[src/rtl/cpu_ctrl_pkg.sv]
// Shared definitions for the multi-cycle CPU controller: state encoding, opcodes,
// control-field encodings, the control word layout and the decode-dispatch helper.
package cpu_ctrl_pkg;

    typedef enum logic [3:0] {
        ST_FETCH    = 4'd0,
        ST_DECODE   = 4'd1,
        ST_EXEC_R   = 4'd2,
        ST_WB_R     = 4'd3,
        ST_EXEC_I   = 4'd4,
        ST_WB_I     = 4'd5,
        ST_MEM_ADDR = 4'd6,
        ST_MEM_RD   = 4'd7,
        ST_MEM_WR   = 4'd8,
        ST_WB_MEM   = 4'd9,
        ST_BRANCH   = 4'd10,
        ST_JUMP     = 4'd11,
        ST_HALT     = 4'd12
    } state_t;

    localparam logic [5:0] OP_RTYPE = 6'h00;
    localparam logic [5:0] OP_J     = 6'h02;
    localparam logic [5:0] OP_BEQ   = 6'h04;
    localparam logic [5:0] OP_ADDI  = 6'h08;
    localparam logic [5:0] OP_SLTI  = 6'h0A;
    localparam logic [5:0] OP_LW    = 6'h23;
    localparam logic [5:0] OP_SW    = 6'h2B;

    localparam logic [2:0] ALU_ADD   = 3'b000;
    localparam logic [2:0] ALU_SUB   = 3'b001;
    localparam logic [2:0] ALU_FUNCT = 3'b010;
    localparam logic [2:0] ALU_SLT   = 3'b011;

    localparam logic [1:0] PCSRC_ALU    = 2'd0;
    localparam logic [1:0] PCSRC_ALUOUT = 2'd1;
    localparam logic [1:0] PCSRC_JUMP   = 2'd2;

    localparam logic [1:0] SRCB_RT       = 2'd0;
    localparam logic [1:0] SRCB_FOUR     = 2'd1;
    localparam logic [1:0] SRCB_IMM      = 2'd2;
    localparam logic [1:0] SRCB_IMM_SHL2 = 2'd3;

    typedef struct packed {
        logic       pc_write;
        logic       pc_write_cond;
        logic [1:0] pc_source;
        logic       iord;
        logic       mem_read;
        logic       mem_write;
        logic       ir_write;
        logic       reg_dst;
        logic       mem_to_reg;
        logic       reg_write;
        logic       alu_src_a;
        logic [1:0] alu_src_b;
        logic [2:0] alu_op;
        logic       halted;
    } ctrl_t;

    // First execution state for an opcode; unknown opcodes halt or fall back to fetch.
    function automatic state_t decode_target(input logic [5:0] op, input logic illegal_halt);
        state_t target;
        case (op)
            OP_RTYPE:        target = ST_EXEC_R;
            OP_ADDI, OP_SLTI: target = ST_EXEC_I;
            OP_LW, OP_SW:    target = ST_MEM_ADDR;
            OP_BEQ:          target = ST_BRANCH;
            OP_J:            target = ST_JUMP;
            default:         target = illegal_halt ? ST_HALT : ST_FETCH;
        endcase
        return target;
    endfunction

endpackage

[src/rtl/mc_ctrl_decode.sv]
// Combinational state-to-control-word decoder for the multi-cycle controller.
// Only the FETCH write enables depend on anything besides the state (memory ready).
module mc_ctrl_decode
    import cpu_ctrl_pkg::*;
(
    input  state_t     state,
    input  logic [5:0] op,
    input  logic       fetch_ready,
    output ctrl_t      ctrl
);

    always_comb begin
        ctrl = '0;
        case (state)
            ST_FETCH: begin
                ctrl.iord      = 1'b0;
                ctrl.mem_read  = 1'b1;
                ctrl.alu_src_a = 1'b0;
                ctrl.alu_src_b = SRCB_FOUR;
                ctrl.alu_op    = ALU_ADD;
                ctrl.pc_source = PCSRC_ALU;
                ctrl.ir_write  = fetch_ready;
                ctrl.pc_write  = fetch_ready;
            end
            ST_DECODE: begin
                // Branch target is computed speculatively into ALUOut here.
                ctrl.alu_src_a = 1'b0;
                ctrl.alu_src_b = SRCB_IMM_SHL2;
                ctrl.alu_op    = ALU_ADD;
            end
            ST_EXEC_R: begin
                ctrl.alu_src_a = 1'b1;
                ctrl.alu_src_b = SRCB_RT;
                ctrl.alu_op    = ALU_FUNCT;
            end
            ST_WB_R: begin
                ctrl.reg_dst    = 1'b1;
                ctrl.mem_to_reg = 1'b0;
                ctrl.reg_write  = 1'b1;
            end
            ST_EXEC_I: begin
                ctrl.alu_src_a = 1'b1;
                ctrl.alu_src_b = SRCB_IMM;
                ctrl.alu_op    = (op == OP_SLTI) ? ALU_SLT : ALU_ADD;
            end
            ST_WB_I: begin
                ctrl.reg_dst   = 1'b0;
                ctrl.reg_write = 1'b1;
            end
            ST_MEM_ADDR: begin
                ctrl.alu_src_a = 1'b1;
                ctrl.alu_src_b = SRCB_IMM;
                ctrl.alu_op    = ALU_ADD;
            end
            ST_MEM_RD: begin
                ctrl.iord     = 1'b1;
                ctrl.mem_read = 1'b1;
            end
            ST_MEM_WR: begin
                ctrl.iord      = 1'b1;
                ctrl.mem_write = 1'b1;
            end
            ST_WB_MEM: begin
                ctrl.reg_dst    = 1'b0;
                ctrl.mem_to_reg = 1'b1;
                ctrl.reg_write  = 1'b1;
            end
            ST_BRANCH: begin
                ctrl.alu_src_a     = 1'b1;
                ctrl.alu_src_b     = SRCB_RT;
                ctrl.alu_op        = ALU_SUB;
                ctrl.pc_write_cond = 1'b1;
                ctrl.pc_source     = PCSRC_ALUOUT;
            end
            ST_JUMP: begin
                ctrl.pc_write  = 1'b1;
                ctrl.pc_source = PCSRC_JUMP;
            end
            ST_HALT: begin
                ctrl.halted = 1'b1;
            end
            default: ;
        endcase
    end

endmodule

[src/rtl/multi_cycle_ctrl.sv]
// Multi-cycle CPU control FSM: sequences the shared datapath and stalls on mem_ready_i.
// Optional MULTI_CYCLE_PERF_EN adds retired-instruction and cycle counters.
module multi_cycle_ctrl
    import cpu_ctrl_pkg::*;
#(
    parameter int PERF_W       = 32,
    parameter bit ILLEGAL_HALT = 1'b1
) (
    input  logic              clk_i,
    input  logic              rst_i,
    input  logic [5:0]        instr_op_i,
    input  logic              alu_zero_i,
    input  logic              mem_ready_i,
    output logic              pc_write_o,
    output logic              pc_write_cond_o,
    output logic [1:0]        pc_source_o,
    output logic              iord_o,
    output logic              mem_read_o,
    output logic              mem_write_o,
    output logic              ir_write_o,
    output logic              reg_dst_o,
    output logic              mem_to_reg_o,
    output logic              reg_write_o,
    output logic              alu_src_a_o,
    output logic [1:0]        alu_src_b_o,
    output logic [2:0]        alu_op_o,
    output logic              halted_o,
    output logic [3:0]        state_o,
    output logic [PERF_W-1:0] instr_cnt_o,
    output logic [PERF_W-1:0] cycle_cnt_o
);

    state_t     state_q;
    state_t     state_d;
    logic [5:0] op_q;
    logic       fetch_ready;
    ctrl_t      ctrl;

    // The zero flag gates the PC load inside the datapath; the controller only raises pc_write_cond.
    logic unused_alu_zero;
    assign unused_alu_zero = alu_zero_i;

    // FETCH write enables must stay low while reset holds the FSM in FETCH.
    assign fetch_ready = mem_ready_i & ~rst_i;

    always_ff @(posedge clk_i or posedge rst_i) begin
        if (rst_i) begin
            state_q <= ST_FETCH;
            op_q    <= OP_RTYPE;
        end else begin
            state_q <= state_d;
            if (state_q == ST_DECODE) begin
                op_q <= instr_op_i;
            end
        end
    end

    always_comb begin
        state_d = state_q;
        case (state_q)
            ST_FETCH:    if (mem_ready_i) state_d = ST_DECODE;
            ST_DECODE:   state_d = decode_target(instr_op_i, ILLEGAL_HALT);
            ST_EXEC_R:   state_d = ST_WB_R;
            ST_EXEC_I:   state_d = ST_WB_I;
            ST_MEM_ADDR: state_d = (op_q == OP_SW) ? ST_MEM_WR : ST_MEM_RD;
            ST_MEM_RD:   if (mem_ready_i) state_d = ST_WB_MEM;
            ST_MEM_WR:   if (mem_ready_i) state_d = ST_FETCH;
            ST_WB_R, ST_WB_I, ST_WB_MEM, ST_BRANCH, ST_JUMP: state_d = ST_FETCH;
            ST_HALT:     state_d = ST_HALT;
            default:     state_d = ST_FETCH;
        endcase
    end

    mc_ctrl_decode u_decode (
        .state       (state_q),
        .op          (op_q),
        .fetch_ready (fetch_ready),
        .ctrl        (ctrl)
    );

    assign pc_write_o      = ctrl.pc_write;
    assign pc_write_cond_o = ctrl.pc_write_cond;
    assign pc_source_o     = ctrl.pc_source;
    assign iord_o          = ctrl.iord;
    assign mem_read_o      = ctrl.mem_read;
    assign mem_write_o     = ctrl.mem_write;
    assign ir_write_o      = ctrl.ir_write;
    assign reg_dst_o       = ctrl.reg_dst;
    assign mem_to_reg_o    = ctrl.mem_to_reg;
    assign reg_write_o     = ctrl.reg_write;
    assign alu_src_a_o     = ctrl.alu_src_a;
    assign alu_src_b_o     = ctrl.alu_src_b;
    assign alu_op_o        = ctrl.alu_op;
    assign halted_o        = ctrl.halted;
    assign state_o         = state_q;

`ifdef MULTI_CYCLE_PERF_EN
    logic [PERF_W-1:0] instr_cnt_q;
    logic [PERF_W-1:0] cycle_cnt_q;

    // Retirement is any entry into FETCH from another state.
    always_ff @(posedge clk_i or posedge rst_i) begin
        if (rst_i) begin
            instr_cnt_q <= '0;
            cycle_cnt_q <= '0;
        end else begin
            if (state_q != ST_HALT) begin
                cycle_cnt_q <= cycle_cnt_q + PERF_W'(1);
            end
            if ((state_d == ST_FETCH) && (state_q != ST_FETCH)) begin
                instr_cnt_q <= instr_cnt_q + PERF_W'(1);
            end
        end
    end

    assign instr_cnt_o = instr_cnt_q;
    assign cycle_cnt_o = cycle_cnt_q;
`else
    assign instr_cnt_o = '0;
    assign cycle_cnt_o = '0;
`endif

endmodule

[config.mk]
export PLATFORM = sky130hd
export DESIGN_NAME = multi_cycle_ctrl
export DESIGN_NICKNAME = d
export VERILOG_FILES = /design/src/rtl/cpu_ctrl_pkg.sv /design/src/rtl/mc_ctrl_decode.sv /design/src/rtl/multi_cycle_ctrl.sv
export SDC_FILE = /design/constraint.sdc
export NUM_CORES = 1
export LEC_CHECK = 0
export ABC_AREA = 0
export BUFFER_PORTS_ARGS = -buffer_cell sky130_fd_sc_hd__buf_2
export CORE_ASPECT_RATIO = 0.6
export CORE_MARGIN = 2
export CORE_UTILIZATION = 35
export CTS_CLUSTER_DIAMETER = 150
export DETAILED_ROUTE_END_ITERATION = 8
export GPL_TIMING_DRIVEN = 0
export MAX_ROUTING_LAYER = met4
export PLACE_DENSITY = 0.71
export SYNTH_ARGS = -nofsm -noshare
export SYNTH_HDL_FRONTEND = slang
export SYNTH_HIERARCHICAL = 1
export SYNTH_SLANG_ARGS = --single-unit
[constraint.sdc]
create_clock -name clk_i -period 2.2 [get_ports clk_i]
set_input_delay 0.22 -clock clk_i [delete_from_list [all_inputs] [get_ports clk_i]]
set_output_delay 0.22 -clock clk_i [all_outputs]
set_load 0.01 [all_outputs]
==> metrics, run 1 <==
status=finished clean; Yosys Warn Count=6; Post-DP HPWL=~2.6 mm; min cycle time layout=1.73 ns; htree depth=1; gpl congestion=0.842; Antenna Nets Post-Route=0; total power divided by cell area=830 mW/mm2; kind of end point of the critical path=output port; Worst setup SP type=input port; fmax=577 MHz; GRT Util Overall=0.128; setup TNS=0 ns; final hold viol count=0; CP required=a little under 2 ns; final wirelength=~3.1 mm; CP max FO=2; Worst-path clk slew=0.05 ns; Clock Latency Late Sink=0.23 ns; Synth async-reset ratio=1.00; worst hold margin=~0.27 ns; Final Setup Violations=0; via count of the routed design=1237; critical path's largest stage delay=0.54 ns; Max Clock Skew=0.00232 ns; Mapped Area=0.00143 mm2; Final period util=0.787; Sequential Area=250 um2; register area share after synthesis=0.175; Rows=17; Diodes inserted=0; synthesized flop and latch total=10; CTS Sinks=10; cells after synthesis=171; I/O pin cnt=96; Initial DRT Pass Iterations=4; die area=roughly 0.0046 mm2; wire length per cell=9.92 um; Largest delay share family, worst path=buffers and inverters; Fillers=367; largest net degree at the start of global routing=11; ys flop type=dfrtp_1; final design utilization=0.511; initial antenna violation count=0; EDFF count, synth=0; Root Driver=clkbuf_8; Slew Limit Fails=0; max_cap viols=0; RSZ-0062 raised after global routing=no; P&R area growth vs syn=35.3%; CTS Buffer Depth=2; Buffers on Ports=29; final net count=279; multi-input logic area=~840 um2; worst hold path type=input port to flop; cts bufs inserted=3; vias in the first global route=between 900 and 1000; layout cells sized above 1=0.470; residual DRC count=0; CORE AREA=0.00379 mm2; crit-path cells=dlygate4sd3_1 -> buf_2 -> nor2_1 -> nor4b_2 -> a31oi_1 -> nor2_1 -> buf_2; first-pass GRT wire length=roughly 4.5 mm; total power=1.61 mW; static leakage power=1.12 nW; slowest cell on the critical path=dlygate4sd3_1; post-cts resize count=0; Peak VDD IR=0.312 mV; DR iter-0 viols=41; Buf+Inv Stages, Crit Path=3; Starting Density=0.378; CP arrival=1.51 ns; Avg Inst Size Synth=8.36 um2; Die Wd=around 87 um; CTS tree=done; Via density=3.93; CP Class=input port to output port; Overflow after GRT=0; height of the die=53.5 um; post-synthesis cell type count=46
## final timing paths
kind / startpoint / end / slack, ns / cells after the start
min in group asynchronous: rst_i / state_o[3]$_DFFE_PP0P_ / 0.53 / 3
setup reg to reg: state_o[3]$_DFFE_PP0P_ / op_q[2]$_DFFE_PP0P_ / 0.47 / 4
setup / recovery: rst_i / pc_write_o / 0.47 / 7
hold / removal: instr_op_i[3] / op_q[3]$_DFFE_PP0P_ / 0.27 / 2
max in group asynchronous: rst_i / op_q[2]$_DFFE_PP0P_ / 1.40 / 3
hold reg to reg: op_q[4]$_DFFE_PP0P_ / op_q[4]$_DFFE_PP0P_ / 0.53 / 1
## metal layers
metal / GRT usage / part of all wire / up-vias
li1: - / - / 652
met1: 0.167 / 0.45 / 547
met2: 0.206 / 0.49 / 36
met3: 0.00468 / 0.043 / 2
met4: 0.0625 / 0.012 / 0
met5: - / 0 / -
## through the flow
stage / instance area, um2 / cells / worst slack [ns]
floorplan: 1670 / 234 / 0.557
global placement: 1870 / 310 / 0.513
detailed placement: 1870 / 310 / 0.505
CTS: 1940 / 315 / 0.451
global route: 1940 / 315 / 0.375
finish: 1940 / 315 / 0.468
## cells in the final DEF, fill, tap and decap left out, types with 2 or more instances in the layout
| cell | n |
|---|---|
| mux2_2 | 6 |
| nor3_2 | 2 |
| nand2b_1 | 5 |
| o21ai_0 | 3 |
| inv_1 | 3 |
| buf_2 | 31 |
| nand3_1 | 2 |
| buf_6 | 2 |
| xor2_1 | 2 |
| a31oi_1 | 3 |
| conb_1 | 65 |
| buf_4 | 69 |
| nor4b_1 | 2 |
| o211ai_1 | 2 |
| nor3_1 | 5 |
| o31ai_1 | 2 |
| clkbuf_8 | 5 |
| nand2_1 | 4 |
| a21oi_1 | 8 |
| and2b_2 | 2 |
| dfrtp_1 | 10 |
| nor3b_2 | 2 |
| nor2_1 | 9 |
## what timing repair did
item / CTS / global route
buffers inserted: 0 / 0
hold endpoints to repair: 10 / 0
hold buffers: 1 / 0
endpoints found under the setup margin: 0 / 0
## report_power, final
part	total [mW]	switching (mW)	internal, mW
registers	0.365	0.0947	0.270
logic	1.01	0.528	0.487
clock network	0.227	0.0702	0.157
total	1.61	0.692	0.913
## cell families after synthesis
group / share of synthesized area
buffers and inverters: 0.402
muxes: 0.0472
xor gates and xnor gates: 0.0123
DFF: 0.175
and+or+nand+nor: 0.220
other: 0.00525
AOI/OAI and AO/OA: 0.138
## flip-flops by register name, summed over array words and instances (netlist names)
name,count
op_q,6
state_o,4
## cells in the mapped netlist (2+ instances only)
cell / number / area share
and2b_2: 2 / 0.012
mux2_2: 6 / 0.047
nand2_1: 4 / 0.010
xor2_1: 2 / 0.012
nor3_1: 5 / 0.017
nor3_2: 2 / 0.014
buf_2: 2 / 0.0070
o211ai_1: 2 / 0.010
conb_1: 2 / 0.0053
nand3_1: 2 / 0.0070
o21ai_0: 3 / 0.010
nand2b_1: 5 / 0.022
a21oi_1: 8 / 0.028
dfrtp_1: 10 / 0.17
inv_1: 3 / 0.0079
a31oi_1: 3 / 0.013
buf_6: 2 / 0.016
o31ai_1: 2 / 0.010
nor4b_1: 2 / 0.012
nor2_1: 9 / 0.024
nor3b_2: 2 / 0.017
buf_4: 69 / 0.36
## area by class of cell
| type | instances | area share |
|---|---|---|
| Clock buffer | 4 | 0.0284 |
| Multi-Input combinational cell | 147 | 0.434 |
| Tap cell | 47 | 0.0304 |
| Sequential cell | 10 | 0.129 |
| Inverter | 3 | 0.00582 |
| Buffer | 74 | 0.292 |
| Timing Repair Buffer | 30 | 0.0802 |
(Power assumes the default switching activity.)
==> inputs of run 2 (changes only) <==
--- a/config.mk
+++ b/config.mk
@@ -5,7 +5,7 @@
 export SDC_FILE = /design/constraint.sdc
 export NUM_CORES = 1
 export LEC_CHECK = 0
-export ABC_AREA = 0
+export ABC_AREA = 1
 export BUFFER_PORTS_ARGS = -buffer_cell sky130_fd_sc_hd__buf_2
 export CORE_ASPECT_RATIO = 0.6
 export CORE_MARGIN = 2
@@ -14,7 +14,7 @@
 export DETAILED_ROUTE_END_ITERATION = 8
 export GPL_TIMING_DRIVEN = 0
 export MAX_ROUTING_LAYER = met4
-export PLACE_DENSITY = 0.71
+export PLACE_DENSITY = 0.72
 export SYNTH_ARGS = -nofsm -noshare
 export SYNTH_HDL_FRONTEND = slang
 export SYNTH_HIERARCHICAL = 1
==> constraint.sdc (replaced) <==
create_clock -name clk_i -period 1.6 [get_ports clk_i]
set_input_delay 0.16 -clock clk_i [delete_from_list [all_inputs] [get_ports clk_i]]
set_output_delay 0.16 -clock clk_i [all_outputs]
set_load 0.01 [all_outputs]
==> metrics, run 2 <==
largest family of logic cells by synthesized area=buffers and inverters; Starting Density=0.367; DR iter-0 viols=22; Initial DRT Pass Iterations=4; most frequent cell on the critical path=inv_1; Synth area leader=buf_4; worst hold path type=input port to flop; Clock Latency Late Sink=0.23 ns; most common cell in the netlist=buf_4; post-synthesis cell type count=24; Final period util=0.942; routed wl met3=148 um; EDFF count, synth=0; Diodes inserted=0; Die Wd=84.1 um; largest net degree at the start of global routing=13; met2 WL=1.17 mm; Overflow after GRT=0; Avg Inst Size Synth=6.30 um2; max reg flops=6; via count of the routed design=1266; static leakage power=1.26 nW; setup TNS=0 ns; Post-DP HPWL=~2.5 mm; critical path's largest stage delay=~0.48 ns; CTS Buffer Depth=2; Yosys Warn Count=6; Hold Path Sink=op_q[4]$_DFFE_PP0P_; Rows=17; final net count=324; htree depth=1; wire length per cell=slightly below 8 um; slowest cell on the critical path=dfrtp_2; Via density=3.53; initial antenna violation count=0; Largest Register=op_q; Final Setup Violations=0; most frequent cells after synthesis=66 x buf_4, 48 x nand2_1, 27 x inv_1, 27 x nor2_1, 10 x dfrtp_1; Met1 Wirelength=1.40 mm; final hold viol count=0; Synth Area in Simple Gates=0.298; register area share after synthesis=0.186; Buffers on Ports=29; CP Class=flop to output port; Root Driver=clkbuf_8; height of the die=52.1 um; CTS tree=done; worst hold margin=approximately 0.17 ns; crit-path cells=inv_1 -> nor2_1 -> nand2_1 -> inv_1 -> buf_4 -> buf_2; min cycle time layout=1.51 ns; CTS Sinks=10; Reg-to-Reg Start=state_o[2]$_DFFE_PP0P_; CP max FO=11; CORE AREA=0.00368 mm2; Place WS=0.138 ns; final wirelength=~2.8 mm; Slew Limit Fails=0; Antenna Nets Post-Route=0; cts bufs inserted=3; status=finished clean; Top Metal Used=met4; synthesized flop and latch total=10; final non-filler cell total=~360; Worst setup SP type=flop; Peak VDD IR=0.626 mV; GRT Util Overall=0.121; Worst-path clk slew=0.05 ns; Mapped Area=0.00135 mm2; fmax=664 MHz; P&R area growth vs syn=38.1%; I/O pin cnt=96; CP arrival=1.35 ns; area fraction in compound gates after synthesis=0.0612; kind of end point of the critical path=output port; CP required=1.44 ns; area share of xor/xnor cells in the synthesized design=0; Inst Count DP=353; r2r endpoint=state_o[0]$_DFFE_PP0P_; gpl congestion=0.838; first-pass GRT wire length=4.19 mm; total power divided by cell area=1120 mW/mm2; vias in the first global route=around 980; most common cell after layout, fill and taps aside=buf_4; most frequent cells in the layout=68 x buf_4, 65 x conb_1, 48 x nand2_1; FF-to-FF path depth=10; cells after synthesis=~210; max_cap viols=0; ys flop type=dfrtp_1; leading post-synthesis cells by cell area=buf_4 37%, dfrtp_1 19%, nand2_1 13%, inv_1 7.5%, nor2_1 7.5%; Max Clock Skew=0.00503 ns; residual DRC count=0; die area=0.00438 mm2; number of cells on the worst hold path=3; Synth async-reset ratio=1.00; Fillers=397; post-synthesis mux area share=0; HP Start=instr_op_i[4]; crit path from=state_o[1]$_DFFE_PP0P_; post-route setup slack=0.0933 ns; layout cells sized above 1=0.369; final design utilization=0.506; RSZ-0062 raised after global routing=no; post-synthesis adder-cell area fraction=0; reg-to-reg slack, setup=0.25 ns; post-synth top area share=0.367
-- run 2: metrics by stage --
stage / instance area (um2) / power, mW
floorplan: 1590 / 1.44
CTS: 1840 / 2.05
finish: 1860 / 2.09
detailed placement: 1790 / 1.79
global placement: 1790 / 1.76
global route: 1860 / 2.29
-- run 2: layer usage --
metal | vias up | track usage
met1 | 503 | 0.175
met3 | 4 | 0.00635
li1 | 721 | -
met2 | 38 | 0.168
met5 | - | -
met4 | 0 | 0.0645
-- run 2: layout make-up --
class                   count  area [um2]  share of cell area
flip-flops and latches     10         255               0.137
inverters                  29         111              0.0598
repair buffers             32         170              0.0913
clock buffers               3        41.3              0.0222
multi-input cells         172         731               0.392
plain buffers              66         495               0.266
well taps                  47        58.8              0.0316
-- run 2: cell families after synthesis --
group | Yosys count
other | 2
and+or+nand+nor | 94
buffers and inverters | 95
AOI/OAI and AO/OA | 13
DFF | 10
-- run 2: how the worst max path moves through the flow --
stage / end / slack [ns] / cells past startpoint
global placement: pc_write_cond_o / 0.18 / 7
global route: alu_op_o[0] / 0.02 / 6
CTS: pc_write_cond_o / 0.02 / 7
finish: pc_write_cond_o / 0.09 / 6
floorplan: pc_write_cond_o / 0.31 / 6
detailed placement: pc_write_cond_o / 0.14 / 7
-- run 2: power by group --
| group | internal (mW) | total (mW) | switching [mW] |
|---|---|---|---|
| logic | 0.516 | 1.29 | 0.776 |
| registers | 0.381 | 0.550 | 0.169 |
| clock network | 0.163 | 0.247 | 0.0831 |
| total | 1.06 | 2.09 | 1.03 |
-- run 2: critical path, delay by kind of cell (launching register included) --
kind,cells,cell delay (ns)
buf+inv,4,0.35
simple gates,2,0.28
flops,1,0.48
-- run 2: repair_timing --
item,4_1_cts,5_1_grt
buffers inserted,0,2
setup endpoints to repair,6,9
endpoints found under the hold margin,10,0
gates cloned,0,0
hold buffers,1,0
pin swaps,0,0
resized for setup,2,3
==> inputs of run 3 (changes only) <==
--- a/config.mk
+++ b/config.mk
@@ -7,9 +7,11 @@
 export LEC_CHECK = 0
 export ABC_AREA = 1
 export BUFFER_PORTS_ARGS = -buffer_cell sky130_fd_sc_hd__buf_2
+export CAP_MARGIN = 10
 export CORE_ASPECT_RATIO = 0.6
 export CORE_MARGIN = 2
 export CORE_UTILIZATION = 35
+export CTS_BUF_LIST = sky130_fd_sc_hd__clkbuf_4
 export CTS_CLUSTER_DIAMETER = 150
 export DETAILED_ROUTE_END_ITERATION = 8
 export GPL_TIMING_DRIVEN = 0
==> metrics, run 3 (same netlist as run 2, synthesis figures left out) <==
Via density=between 3 and 4; final hold viol count=0; P&R area growth vs syn=37.8%; first-pass GRT wire length=4.17 mm; P_int=between 1 and 1.5 mW; CP Class=flop to output port; residual DRC count=0; Starting Density=0.367; Inst Count DP=353; Final period util=0.914; Reg-to-Reg Start=state_o[3]$_DFFE_PP0P_; fmax=683 MHz; Antenna Nets Post-Route=0; final non-filler cell total=361; CP max FO=6; CTS Sinks=10; gpl congestion=0.838; Flop pwr share=0.251; Net Sw Frac=0.508; Worst setup SP type=flop; min cycle time layout=1.46 ns; Die Wd=around 84 um; Comb pwr share=0.669; Clock Latency Late Sink=0.26 ns; worst hold path type=input port to flop; via count of the routed design=1275; CORE AREA=roughly 0.0037 mm2; FF-to-FF path depth=10; Clk pwr share=0.080; die area=0.00438 mm2; HP Start=instr_op_i[4]; RSZ-0062 raised after global routing=no; Slew Limit Fails=0; Initial DRT Pass Iterations=4; CP required=1.44 ns; final wirelength=2.81 mm; Final Setup Violations=0; most common cell after layout, fill and taps aside=buf_4; wire length per cell=7.79 um; static leakage power=about 1.3 nW; Buffers on Ports=29; I/O pin cnt=96; total power divided by cell area=1100 mW/mm2; reg-to-reg slack, setup=about 0.18 ns; height of the die=52.1 um; Overflow after GRT=0; initial antenna violation count=0; vias in the first global route=979; Worst-path clk slew=0.06 ns; CP arrival=1.30 ns; status=finished clean; cts bufs inserted=3; Peak VDD IR=0.623 mV; post-route setup slack=0.137 ns; CTS tree=done; Root Driver=clkbuf_4; final design utilization=0.505; DR iter-0 viols=32; Largest Register=op_q; number of cells on the worst hold path=3; max_cap viols=0; max reg flops=6; Max Clock Skew=0.00860 ns; GRT Util Overall=0.120; P_sw=approximately 1.0 mW; r2r endpoint=state_o[0]$_DFFE_PP0P_; most frequent cells in the layout=70 x buf_4, 65 x conb_1, 48 x nand2_1; kind of end point of the critical path=output port; CTS Buffer Depth=2; Post-DP HPWL=2.45 mm; setup TNS=0 ns; htree depth=1; Hold Path Sink=op_q[4]$_DFFE_PP0P_; layout cells sized above 1=0.376; final net count=326; Fillers=396; Place WS=between 0.1 and 0.15 ns; Diodes inserted=0; Rows=17; largest net degree at the start of global routing=13
[run 3: cell count changes in the layout (fill, tap and decap cells not counted), sizes merged]
cell	previous run	this run
buf	97	99
[run 3: worst max-delay path: stages, from the launching register on]
cell	delay, ns
dfrtp_2	0.44
inv_1	0.08
nand2_1	0.10
nor2_1	0.11
nand3_1	0.11
nand2_1	0.07
buf_2	0.12
[run 3: metrics by stage]
step	power (mW)	hold slack [ns]	cell area (um2)
final	2.04	0.145	1860
after global routing	2.24	0.144	1860
after CTS	1.97	0.144	1830
after detailed placement	1.79	0.153	1790
after global placement	1.76	0.149	1790
after floorplan	1.44	0.000178	1590
[run 3: layout make-up]
class,instances,area (um2),share of cell area
buffer,66,495,0.266
multi-input combinational,172,731,0.393
tap,47,58.8,0.0316
sequential,10,255,0.137
timing repair buffer,34,185,0.0996
clock buffer,3,22.5,0.0121
inverter,29,111,0.0599
[run 3: routing by layer]
metal  up-vias  global-route usage  wire length [um]
li1        721                   -                 -
met1       507               0.175              1410
met2        43               0.167              1200
met3         4             0.00635               169
met4         0              0.0645                36
met5         -                   -                 0
[run 3: worst max path at each step]
stage / start / to / slack [ns]
3_5_place_dp: state_o[2]$_DFFE_PP0P_ / pc_write_cond_o / 0.14
4_1_cts: state_o[2]$_DFFE_PP0P_ / pc_write_o / 0.02
5_1_grt: state_o[3]$_DFFE_PP0P_ / iord_o / 0.04
2_1_floorplan: state_o[2]$_DFFE_PP0P_ / pc_write_cond_o / 0.31
3_3_place_gp: state_o[2]$_DFFE_PP0P_ / pc_write_cond_o / 0.18
6_report: state_o[1]$_DFFE_PP0P_ / alu_op_o[0] / 0.14
[run 3: power by group through the flow]
| stage | combinational [mW] | sequential (mW) | clock, mW |
|---|---|---|---|
| floorplan | 0.905 | 0.533 | 0 |
| global placement | 1.19 | 0.567 | 0 |
| detailed placement | 1.22 | 0.570 | 0 |
| CTS | 1.22 | 0.578 | 0.164 |
| global route | 1.54 | 0.526 | 0.179 |
| finish | 1.36 | 0.512 | 0.162 |
[run 3: timing repair]
item                                   CTS  global route
setup endpoints to repair                9            11
gates cloned                             0             0
pin swaps                                0             0
hold buffers                             1             0
endpoints found under the hold margin   10             0
gates resized for setup                  4             2
setup buffers                            0             4
